<file path="config.mk">
export PLATFORM = sky130hd
export DESIGN_NAME = elevator_request_scheduler
export DESIGN_NICKNAME = d
export VERILOG_FILES = /design/src/rtl/elevator_request_scheduler.sv
export SDC_FILE = /design/constraint.sdc
export NUM_CORES = 1
export LEC_CHECK = 0
export ABC_CLOCK_PERIOD_IN_PS = 8800
export CORE_MARGIN = 5
export CORE_UTILIZATION = 33
export CTS_CLUSTER_SIZE = 40
export DETAILED_ROUTE_END_ITERATION = 16
export SLEW_MARGIN = 20
export SYNTH_ARGS = -nofsm -noshare
export SYNTH_HDL_FRONTEND = slang
export SYNTH_SLANG_ARGS = --single-unit
</file>
<file path="constraint.sdc">
create_clock -name clk -period 8.8 [get_ports clk]
set_input_delay 1.76 -clock clk [delete_from_list [all_inputs] [get_ports clk]]
set_output_delay 1.76 -clock clk [all_outputs]
set_load 0.005 [all_outputs]
</file>
<file path="src/rtl/elevator_request_scheduler.sv">
// SCAN-order call scheduler: latches calls into a pending bitmap and feeds floor_request to Elevator_Control.
// Latency: call latched at edge N drives floor_request at edge N+1; DWELL_CYCLES cycles held at each served floor.
// Backpressure: none (calls are single-cycle strobes); out-of-range calls pulse call_reject. Optional FIRE_RECALL_EN adds recall.
module elevator_request_scheduler #(
    parameter int NUM_FLOORS   = 48,
    parameter int FLOOR_W      = 6,
    parameter int DWELL_CYCLES = 4
) (
    input  logic                  clk,
    input  logic                  reset,
    input  logic                  call_valid,
    input  logic [FLOOR_W-1:0]    call_floor,
    input  logic [FLOOR_W-1:0]    current_floor,
`ifdef FIRE_RECALL_EN
    input  logic                  recall,
`endif
    output logic [FLOOR_W-1:0]    floor_request,
    output logic                  request_valid,
    output logic                  dir_up,
    output logic                  busy,
    output logic                  call_reject,
    output logic [NUM_FLOORS-1:0] pending
);
    localparam logic [1:0] IDLE  = 2'd0;
    localparam logic [1:0] MOVE  = 2'd1;
    localparam logic [1:0] DWELL = 2'd2;
    localparam int CNT_W = $clog2(DWELL_CYCLES + 1);

    logic [1:0]            state;
    logic [CNT_W-1:0]      dwell_cnt;
    logic                  rec_parked;
    logic                  recall_on;

`ifdef FIRE_RECALL_EN
    assign recall_on = recall;
`else
    assign recall_on = 1'b0;
`endif

    logic                  in_range, absorb, accept, reject, arrive;
    logic [NUM_FLOORS-1:0] set_mask, clr_mask, pending_nxt;
    logic                  up_hit, dn_hit, at_hit;
    logic [FLOOR_W-1:0]    up_floor, dn_floor, up_dist, dn_dist;
    logic [FLOOR_W-1:0]    near_floor, ahead_floor, behind_floor;
    logic                  near_up, ahead_hit, behind_hit;

    assign in_range = ({1'b0, call_floor} < (FLOOR_W + 1)'(NUM_FLOORS));
    // A call for the floor the car is standing at is satisfied by being there.
    assign absorb   = (state == IDLE || state == DWELL) && (call_floor == current_floor);
    assign accept   = call_valid && !recall_on && in_range && !absorb;
    assign reject   = call_valid && !recall_on && !in_range;
    assign arrive   = (state == MOVE) && (current_floor == floor_request);

    always_comb begin
        set_mask = '0;
        clr_mask = '0;
        up_hit   = 1'b0;
        dn_hit   = 1'b0;
        at_hit   = 1'b0;
        up_floor = '0;
        dn_floor = '0;
        for (int i = 0; i < NUM_FLOORS; i++) begin
            set_mask[i] = accept && (call_floor == FLOOR_W'(i));
            clr_mask[i] = arrive && (floor_request == FLOOR_W'(i));
            if (pending[i] && FLOOR_W'(i) == current_floor)
                at_hit = 1'b1;
            if (pending[i] && FLOOR_W'(i) < current_floor) begin
                dn_hit   = 1'b1;
                dn_floor = FLOOR_W'(i);
            end
        end
        for (int i = NUM_FLOORS - 1; i >= 0; i--) begin
            if (pending[i] && FLOOR_W'(i) > current_floor) begin
                up_hit   = 1'b1;
                up_floor = FLOOR_W'(i);
            end
        end
    end

    // Clear applies after set so an arrival-edge call to the same floor is dropped.
    assign pending_nxt = recall_on ? '0 : ((pending | set_mask) & ~clr_mask);

    assign up_dist = up_floor - current_floor;
    assign dn_dist = current_floor - dn_floor;

    always_comb begin
        near_floor = current_floor;
        near_up    = dir_up;
        if (!at_hit) begin
            if (up_hit && (!dn_hit || up_dist <= dn_dist)) begin
                near_floor = up_floor;
                near_up    = 1'b1;
            end else if (dn_hit) begin
                near_floor = dn_floor;
                near_up    = 1'b0;
            end
        end
    end

    assign ahead_hit    = dir_up ? up_hit   : dn_hit;
    assign ahead_floor  = dir_up ? up_floor : dn_floor;
    assign behind_hit   = dir_up ? dn_hit   : up_hit;
    assign behind_floor = dir_up ? dn_floor : up_floor;

    assign busy = (state != IDLE);

    always_ff @(posedge clk or negedge reset) begin
        if (!reset) begin
            state         <= IDLE;
            pending       <= '0;
            floor_request <= '0;
            request_valid <= 1'b0;
            dir_up        <= 1'b1;
            call_reject   <= 1'b0;
            dwell_cnt     <= '0;
            rec_parked    <= 1'b0;
        end else begin
            call_reject <= reject;
            pending     <= pending_nxt;
            if (recall_on) begin
                state         <= MOVE;
                floor_request <= '0;
                dir_up        <= 1'b0;
                if (current_floor == '0) begin
                    request_valid <= 1'b0;
                    rec_parked    <= 1'b1;
                end else begin
                    request_valid <= 1'b1;
                end
            end else if (rec_parked) begin
                rec_parked    <= 1'b0;
                request_valid <= 1'b0;
                state         <= IDLE;
            end else begin
                case (state)
                    IDLE: begin
                        if (|pending) begin
                            floor_request <= near_floor;
                            dir_up        <= near_up;
                            request_valid <= 1'b1;
                            state         <= MOVE;
                        end else begin
                            request_valid <= 1'b0;
                        end
                    end
                    MOVE: begin
                        if (arrive) begin
                            dwell_cnt     <= CNT_W'(DWELL_CYCLES);
                            request_valid <= 1'b0;
                            state         <= DWELL;
                        end else if (ahead_hit) begin
                            floor_request <= ahead_floor;
                        end
                    end
                    DWELL: begin
                        if (dwell_cnt > CNT_W'(1)) begin
                            dwell_cnt <= dwell_cnt - CNT_W'(1);
                        end else begin
                            dwell_cnt <= '0;
                            if (ahead_hit) begin
                                floor_request <= ahead_floor;
                                request_valid <= 1'b1;
                                state         <= MOVE;
                            end else if (behind_hit) begin
                                floor_request <= behind_floor;
                                dir_up        <= ~dir_up;
                                request_valid <= 1'b1;
                                state         <= MOVE;
                            end else begin
                                state <= IDLE;
                            end
                        end
                    end
                    default: state <= IDLE;
                endcase
            end
        end
    end
endmodule

</file>
# Word-level counts from Yosys, hierarchy flattened
# Cells that the tools add are included.
[op_classes]
add_sub_neg = 3
mul = 0
div_mod_pow = 0
order_cmp = 99
n_eq_ne = 155
shifts = 0
mux = 276
bitwise = 4
n_reduce_logical = 265
[op_table]
columns = ["cell", "count"]
rows = [
  ["$mux W6", 90],
  ["$logic_and A1 B1 Y1", 246],
  ["$eq A6 B5 Y1 const B", 32],
  ["$eq A6 B6 Y1 const B", 32],
  ["$mux W1", 161],
  ["$eq A5 B6 Y1 const A", 16],
  ["$eq A6 B4 Y1 const B", 16],
  ["$eq A6 B6 Y1 const A", 16],
  ["$gt A5 B6 Y1 const A", 16],
  ["$gt A6 B6 Y1 const A", 16],
  ["$lt A5 B6 Y1 const A", 16],
  ["$lt A6 B6 Y1 const A", 16],
  ["$and A48 B48 Y48", 1],
  ["$eq A4 B6 Y1 const A", 8],
  ["$eq A6 B3 Y1 const B", 8],
  ["$gt A4 B6 Y1 const A", 8],
  ["$lt A4 B6 Y1 const A", 8],
  ["$not A48 Y48", 1],
  ["$or A48 B48 Y48", 1],
  ["$reduce_or A48 Y1", 1],
  ["$mux W4", 8],
  ["$eq A3 B6 Y1 const A", 4],
  ["$eq A6 B2 Y1 const B", 4],
  ["$gt A3 B6 Y1 const A", 4],
  ["40 further kinds", 73],
]
[totals]
ff_bits = 62
latchBits = 0
ramBits = 0
mem_bits_ro = 0
word_cells = 809
mem_count = 0

# Logic depth before layout (Yosys ltp)
# Gate-level depths: netlist of run 1.
[logic_depth]
word_depth = 58
mapped_depth = 31

# Least setup slack after synthesis of run 1
# OpenSTA, ideal clock, no wires.
[synth_path]
kind = "in2reg"
start = "in current_floor[1]"
end = "reg floor_request[3]"
arrival_time_ns = 6.719
t_required_ns = 8.671
slack_ns = 1.952
cell_stages = 27
path_buffers = 5
path_cell_list = "buf_2 -> buf_2 -> buf_4 -> buf_2 -> buf_2 -> and4_1 -> o221a_2 -> o211a_1 -> nor4_1 -> o221ai_1 -> a31oi_1 -> o21ai_0 -> inv_1 -> ha_1 -> inv_1 -> fa_1 -> a21o_1 -> maj3_1 -> xor2_1 -> ha_1 -> nand3_1 -> o21bai_1 -> a21oi_1 -> a21o_4 -> mux2_1 -> a221oi_1 -> o31ai_1"
[synth_via]
elab_chain_cells = 58
word_cells_on_any_way = 553
classes_between = "2 x add/sub; 97 x order compare; 51 x eq/ne; 253 x mux; 150 x reduce/logical"
[synth_lines]
columns = ["item", "line", "rtl"]
rows = [
  ["start, declared", "13", "input logic [FLOOR_W-1:0] current_floor,"],
  ["$gt A6 B6 Y1", "73", "if (pending[i] && FLOOR_W'(i) > current_floor) begin"],
  ["$logic_and A1 B1 Y1", "73", ""],
  ["$mux W6 (48 in series)", "73", ""],
  ["$sub A6 B6 Y6", "83", "assign up_dist = up_floor - current_floor;"],
  ["$le A6 B6 Y1", "90", "if (up_hit && (!dn_hit || up_dist <= dn_dist)) begin"],
  ["$logic_or A1 B1 Y1", "90", ""],
  ["$logic_and A1 B1 Y1", "90", ""],
  ["$mux W6", "90", ""],
  ["$mux W6", "89", "if (!at_hit) begin"],
  ["$mux W6", "137", "if (|pending) begin"],
  ["$pmux W6 S3", "135", "case (state)"],
  ["end signal, assigned", "138", "floor_request <= near_floor;"],
  ["end signal, assigned", "152", "floor_request <= ahead_floor;"],
  ["end signal, assigned", "161", "floor_request <= ahead_floor;"],
  ["end, declared", "17", "output logic [FLOOR_W-1:0] floor_request,"],
]
# Several ways; a longest one is shown, not always the timed one. The select of a mux whose other input is x is not followed.
# A chain may end at the register's enable or synchronous reset.

# Worst setup path in the final report of run 1
[layout_path]
start = "in current_floor[2]"
end = "reg floor_request[3]"
# Same word-level chain as after synthesis.

==> qor.txt, run 1 <==
RUN STATUS
--------------------------------------------------------------------------------
Run status                                                          finished, final reports clean

FLOORPLANNING
--------------------------------------------------------------------------------
Y dimension of the die                                                    162 µm
Initial core utilization                                                   0.335
Die Wd                                                                    162 µm
Die Outline Area                                                      0.0261 mm²
Top-level port count                                                          73
Core footprint                                                        0.0226 mm²
# rows                                                                        55

LOGIC SYNTHESIS
--------------------------------------------------------------------------------
Yosys warnings                                                                 0
Number of enable-type register cells in the synthesized netlist                0
Mean post-synth cell area                                               7.61 µm²
Summed instance area of the synthesized netlist                      0.00758 mm²
Proportion of synthesized chip area in sequential cells                    0.205
Post-synth net total                                                        1035
Fraction of registers with async set or reset after synthesis               1.00
Post-synthesis register bit count                                             62
Cell variety after synth                                                     100
Number of cells produced by synthesis                                        996
Predominant post-synthesis flop cell                                sky130_fd_sc_hd__dfrtp_1

PLACEMENT
--------------------------------------------------------------------------------
Placed Area                                                          0.00837 mm²
Count of buffers inserted at the top-level ports                              72
Number of cells after detailed placement                                    1293
Placer congestion estimate                                                 0.988
Half-perimeter wire length after detailed placement                      25.2 mm

WORST SETUP PATH
--------------------------------------------------------------------------------
CP cell instances                                                   buf_2 -> nand2_1 -> o221a_2 -> o211a_1 -> nor4_1 -> o221ai_1 -> a31oi_1 -> o21ai_0 -> inv_1 -> ha_1 -> inv_1 -> fa_1 -> a21o_1 -> maj3_1 -> xor2_1 -> ha_1 -> nand3_1 -> o21bai_1 -> a21oi_1 -> a21o_4 -> mux2_1 -> a221oi_1 -> o31ai_1
Maximum net fanout on the critical path                                       38
Crit path capture type                                                 flip-flop
Buf+Inv Stages, Crit Path                                                      3
Kind of cell adding the most delay to the critical path             compound AO/OA/AOI/OAI gates
Crit path arrival time                                                   7.72 ns
Reg-to-Reg End                                                      floor_request[3]$_DFFE_PN0P_
Setup crit start kind                                                  input pin
Worst path required time                                                 9.00 ns
Stages on worst setup path                                                    23
Setup slack, reg-to-reg                                                  3.02 ns
Critical Path Slowest Stage Cell                                    sky130_fd_sc_hd__buf_2
Worst setup path category                                           input pin to flip-flop
Worst-case reg-to-reg path depth                                              22
Source of the worst register-to-register timing path                pending[46]$_DFF_PN0_
Slowest stage delay, CP                                                  0.58 ns

LAYOUT
--------------------------------------------------------------------------------
Area of combinational cells with multiple inputs                     0.00549 mm²
Design Area, Final                                                   0.00871 mm²
N_diodes                                                                       0
Non-filler cells in the finished layout                                     1309
Commonest non-fill, non-tap cell in the layout                      sky130_fd_sc_hd__a21oi_1
Synthesis-to-finish area growth                                            14.9%
Most used cells in the layout excluding fill and tap cells          sky130_fd_sc_hd__a21oi_1 (138), sky130_fd_sc_hd__nand2_1 (71), sky130_fd_sc_hd__clkdlybuf4s50_1 (65)
Sequential Area                                                      0.00155 mm²
# fillers                                                                   2290
Share of post-route cells with drive strength above 1                     0.0908
Final-stage net count                                                       1058

WORST HOLD PATH
--------------------------------------------------------------------------------
Worst hold path endpoint                                            dwell_cnt[1]$_DFFE_PN0P_
Hold crit path type                                                 flip-flop to flip-flop
Number of cells traversed by the worst hold path                               2
Worst Min Path Start                                                dwell_cnt[1]$_DFFE_PN0P_

STA
--------------------------------------------------------------------------------
Worst Hold Margin                                                       0.475 ns
Normalized max-slew margin                                                 0.217
Pin slew with the least headroom to its limit                            1.17 ns
Final Max Tran Viols                                                           0
Final worst clock skew                                                 0.0132 ns
Shortest clock period the worst path allows after layout                 7.52 ns
Fin. Hold Viols                                                                0
Final setup violation count                                                    0
Part of the cycle the worst path needs                                     0.855
Setup Total Neg Slack                                                       0 ns
Unrepaired setup endpoints after global routing                               no
Highest achievable clock rate                                          0.133 GHz

CLOCK TREE
--------------------------------------------------------------------------------
Clock tree from TritonCTS                                                  built
Post-CTS resize count                                                          0
Latest clock arrival within the worst-skew pair                          0.34 ns
Clock buffer count from CTS                                                    9
H-tree Lvls                                                                    3
Number of sinks on the clock net                                              62
Clock-pin transition on the worst setup and hold timing paths            0.06 ns
Post-CTS setup-driven buffer insertion count                                   0
Largest buffer count on any clock path                                         2
Hold-fix buffers, CTS                                                          0
Root Buffer Master                                                  sky130_fd_sc_hd__clkbuf_16

GLOBAL ROUTE
--------------------------------------------------------------------------------
Number of antenna violations at the first check in global routing              0
Overall track demand over capacity in global routing                       0.248
Number of global-route vias before repair                                   8243
Largest net degree at the start of global routing                             66
Global route overflow                                                          0
Global-route wire length before repair                                   50.8 mm

PWR
--------------------------------------------------------------------------------
Leak Pwr                                                                 3.32 nW
Max VDD drop                                                            0.167 mV
Power density relative to cell area                                   262 mW/mm²

ROUTING
--------------------------------------------------------------------------------
Routed wire length per instance                                          25.7 µm
Detailed-route vias per instance                                            6.80
Wire length on met2                                                      14.5 mm
Initial DRC Count                                                           1027
Uppermost layer routed                                                      met4
Number of nets with antenna violations after routing                           0
Detailed-router iteration count before antenna repair                          5
DRC                                                                            0
Total length of routed met3 wires                                        3.70 mm
DR vias                                                                     8896
Final WL                                                                 33.6 mm
Routed length on met1                                                    13.8 mm

FLOW RUN
--------------------------------------------------------------------------------
Max-cap viol count                                                             0

-- cell usage after synthesis, types with 5 or more instances --
cell type                   number  share of area
sky130_fd_sc_hd__nand4bb_1       6         0.0089
sky130_fd_sc_hd__a21oi_1       138          0.091
sky130_fd_sc_hd__dfrtp_1        61           0.20
sky130_fd_sc_hd__xnor2_1        12          0.014
sky130_fd_sc_hd__nor3b_1        10         0.0099
sky130_fd_sc_hd__o211ai_1       18          0.018
sky130_fd_sc_hd__a211o_1         6         0.0069
sky130_fd_sc_hd__o21ai_0        52          0.034
sky130_fd_sc_hd__a21o_1         14          0.014
sky130_fd_sc_hd__a211oi_1       21          0.021
sky130_fd_sc_hd__o311ai_0        5         0.0058
sky130_fd_sc_hd__or3_1           6         0.0050
sky130_fd_sc_hd__xor2_1         11          0.013
sky130_fd_sc_hd__or3b_2          5         0.0058
sky130_fd_sc_hd__a21boi_0       11          0.011
sky130_fd_sc_hd__nand4_1        15          0.012
sky130_fd_sc_hd__o21a_1          8         0.0079
sky130_fd_sc_hd__nor4_1         16          0.013
sky130_fd_sc_hd__nand2_1        71          0.035
sky130_fd_sc_hd__o221ai_1        5         0.0058
sky130_fd_sc_hd__o41ai_1         6         0.0069
sky130_fd_sc_hd__nand3b_1       12          0.012
sky130_fd_sc_hd__nand2b_1       15          0.012
sky130_fd_sc_hd__inv_1          31          0.015
sky130_fd_sc_hd__or2_2           5         0.0041
sky130_fd_sc_hd__a2111oi_0      10          0.012
sky130_fd_sc_hd__nor2b_1        13          0.011
sky130_fd_sc_hd__and3_1         12         0.0099
sky130_fd_sc_hd__clkbuf_1       37          0.018
sky130_fd_sc_hd__o31ai_1         9         0.0089
sky130_fd_sc_hd__nor2_1         64          0.032
sky130_fd_sc_hd__a221oi_1        7         0.0081
sky130_fd_sc_hd__buf_2          18          0.012
sky130_fd_sc_hd__nor3_1         26          0.017
sky130_fd_sc_hd__buf_4          13          0.013
sky130_fd_sc_hd__ha_1           22          0.036
sky130_fd_sc_hd__a31oi_1        13          0.011
sky130_fd_sc_hd__o2111ai_1       9          0.010
sky130_fd_sc_hd__buf_6           8          0.012
sky130_fd_sc_hd__mux2_2          5         0.0074
sky130_fd_sc_hd__nand4b_1        5         0.0058
sky130_fd_sc_hd__and2_1         10         0.0083
sky130_fd_sc_hd__a22oi_1         6         0.0059
sky130_fd_sc_hd__nand3_1        36          0.024
sky130_fd_sc_hd__mux2i_1         9          0.012
-- area by class of cell --
cell class | count | area share
tap | 285 | 0.0409
multi-input combinational | 821 | 0.630
inverter | 34 | 0.0149
clock buffer | 9 | 0.0259
timing repair buffer | 91 | 0.0980
sequential | 62 | 0.178
clock inverter | 7 | 0.0121
-- where the power goes --
group          leakage, nW  internal (mW)  switching (mW)  total, mW
combinational         2.39          0.578           0.724       1.30
clock                0.159          0.252           0.144      0.396
sequential           0.774          0.358           0.222      0.581
-- worst reg2reg max path, cell delays in order, from the launching register on --
cell	delay, ns
sky130_fd_sc_hd__dfrtp_1	0.60
sky130_fd_sc_hd__inv_1	0.24
sky130_fd_sc_hd__o221a_2	0.33
sky130_fd_sc_hd__o211a_1	0.21
sky130_fd_sc_hd__nor4_1	0.36
sky130_fd_sc_hd__o221ai_1	0.27
sky130_fd_sc_hd__a31oi_1	0.22
sky130_fd_sc_hd__o21ai_0	0.18
sky130_fd_sc_hd__inv_1	0.10
sky130_fd_sc_hd__ha_1	0.13
sky130_fd_sc_hd__inv_1	0.06
sky130_fd_sc_hd__fa_1	0.40
sky130_fd_sc_hd__a21o_1	0.20
sky130_fd_sc_hd__maj3_1	0.36
sky130_fd_sc_hd__xor2_1	0.16
sky130_fd_sc_hd__ha_1	0.30
sky130_fd_sc_hd__nand3_1	0.10
sky130_fd_sc_hd__o21bai_1	0.17
sky130_fd_sc_hd__a21oi_1	0.35
sky130_fd_sc_hd__a21o_4	0.22
sky130_fd_sc_hd__mux2_1	0.32
sky130_fd_sc_hd__a221oi_1	0.25
sky130_fd_sc_hd__o31ai_1	0.10
-- stage by stage --
| step | utilization | total power, mW | setup WS (ns) |
|---|---|---|---|
| global placement | 0.370 | 1.85 | 1.15 |
| floorplan | - | 1.36 | 1.95 |
| detailed placement | 0.370 | 1.84 | 1.07 |
| global route | 0.385 | 2.41 | 0.890 |
| finish | 0.385 | 2.28 | 1.28 |
| CTS | 0.384 | 2.24 | 1.40 |
-- sequential cells by signal, summed over array words and instances, names as in the netlist --
name	flops
state	2
call_reject	1
pending	48
floor_request	6
dir_up	1
request_valid	1
dwell_cnt	3
-- how the worst max path moves through the flow --
stage | start | endpoint | slack [ns]
after floorplan | current_floor[1] | floor_request[3]$_DFFE_PN0P_ | 1.95
after global placement | current_floor[0] | floor_request[3]$_DFFE_PN0P_ | 1.15
after detailed placement | current_floor[2] | floor_request[3]$_DFFE_PN0P_ | 1.07
after CTS | current_floor[2] | floor_request[3]$_DFFE_PN0P_ | 1.40
after global routing | current_floor[0] | floor_request[3]$_DFFE_PN0P_ | 0.89
final | current_floor[2] | floor_request[3]$_DFFE_PN0P_ | 1.28
-- layer usage --
metal / global-route usage / vias to the layer above
li1: - / 3913
met3: 0.0513 / 117
met4: 0.120 / 0
met2: 0.374 / 639
met1: 0.338 / 4227
met5: 0 / -
-- logic make-up after synthesis --
logic type,count (synthesis),synth area share
AO/OA/AOI/OAI,406,0.366
XOR/XNOR,23,0.0266
adder cells (fa/ha/maj),27,0.0456
buffers and inverters,113,0.0736
flip-flops,62,0.205
multiplexers,16,0.0226
AND/OR/NAND/NOR,349,0.261
Power figures use the tool's default switching activity.
==> run 2: changes to the inputs <==
--- a/config.mk
+++ b/config.mk
@@ -10,6 +10,7 @@
 export CORE_UTILIZATION = 33
 export CTS_CLUSTER_SIZE = 40
 export DETAILED_ROUTE_END_ITERATION = 16
+export SETUP_SLACK_MARGIN = 0.1
 export SLEW_MARGIN = 20
 export SYNTH_ARGS = -nofsm -noshare
 export SYNTH_HDL_FRONTEND = slang
==> results of run 2 <==
Same layout as run 1: the final DEF is identical, and so are final timing and power.
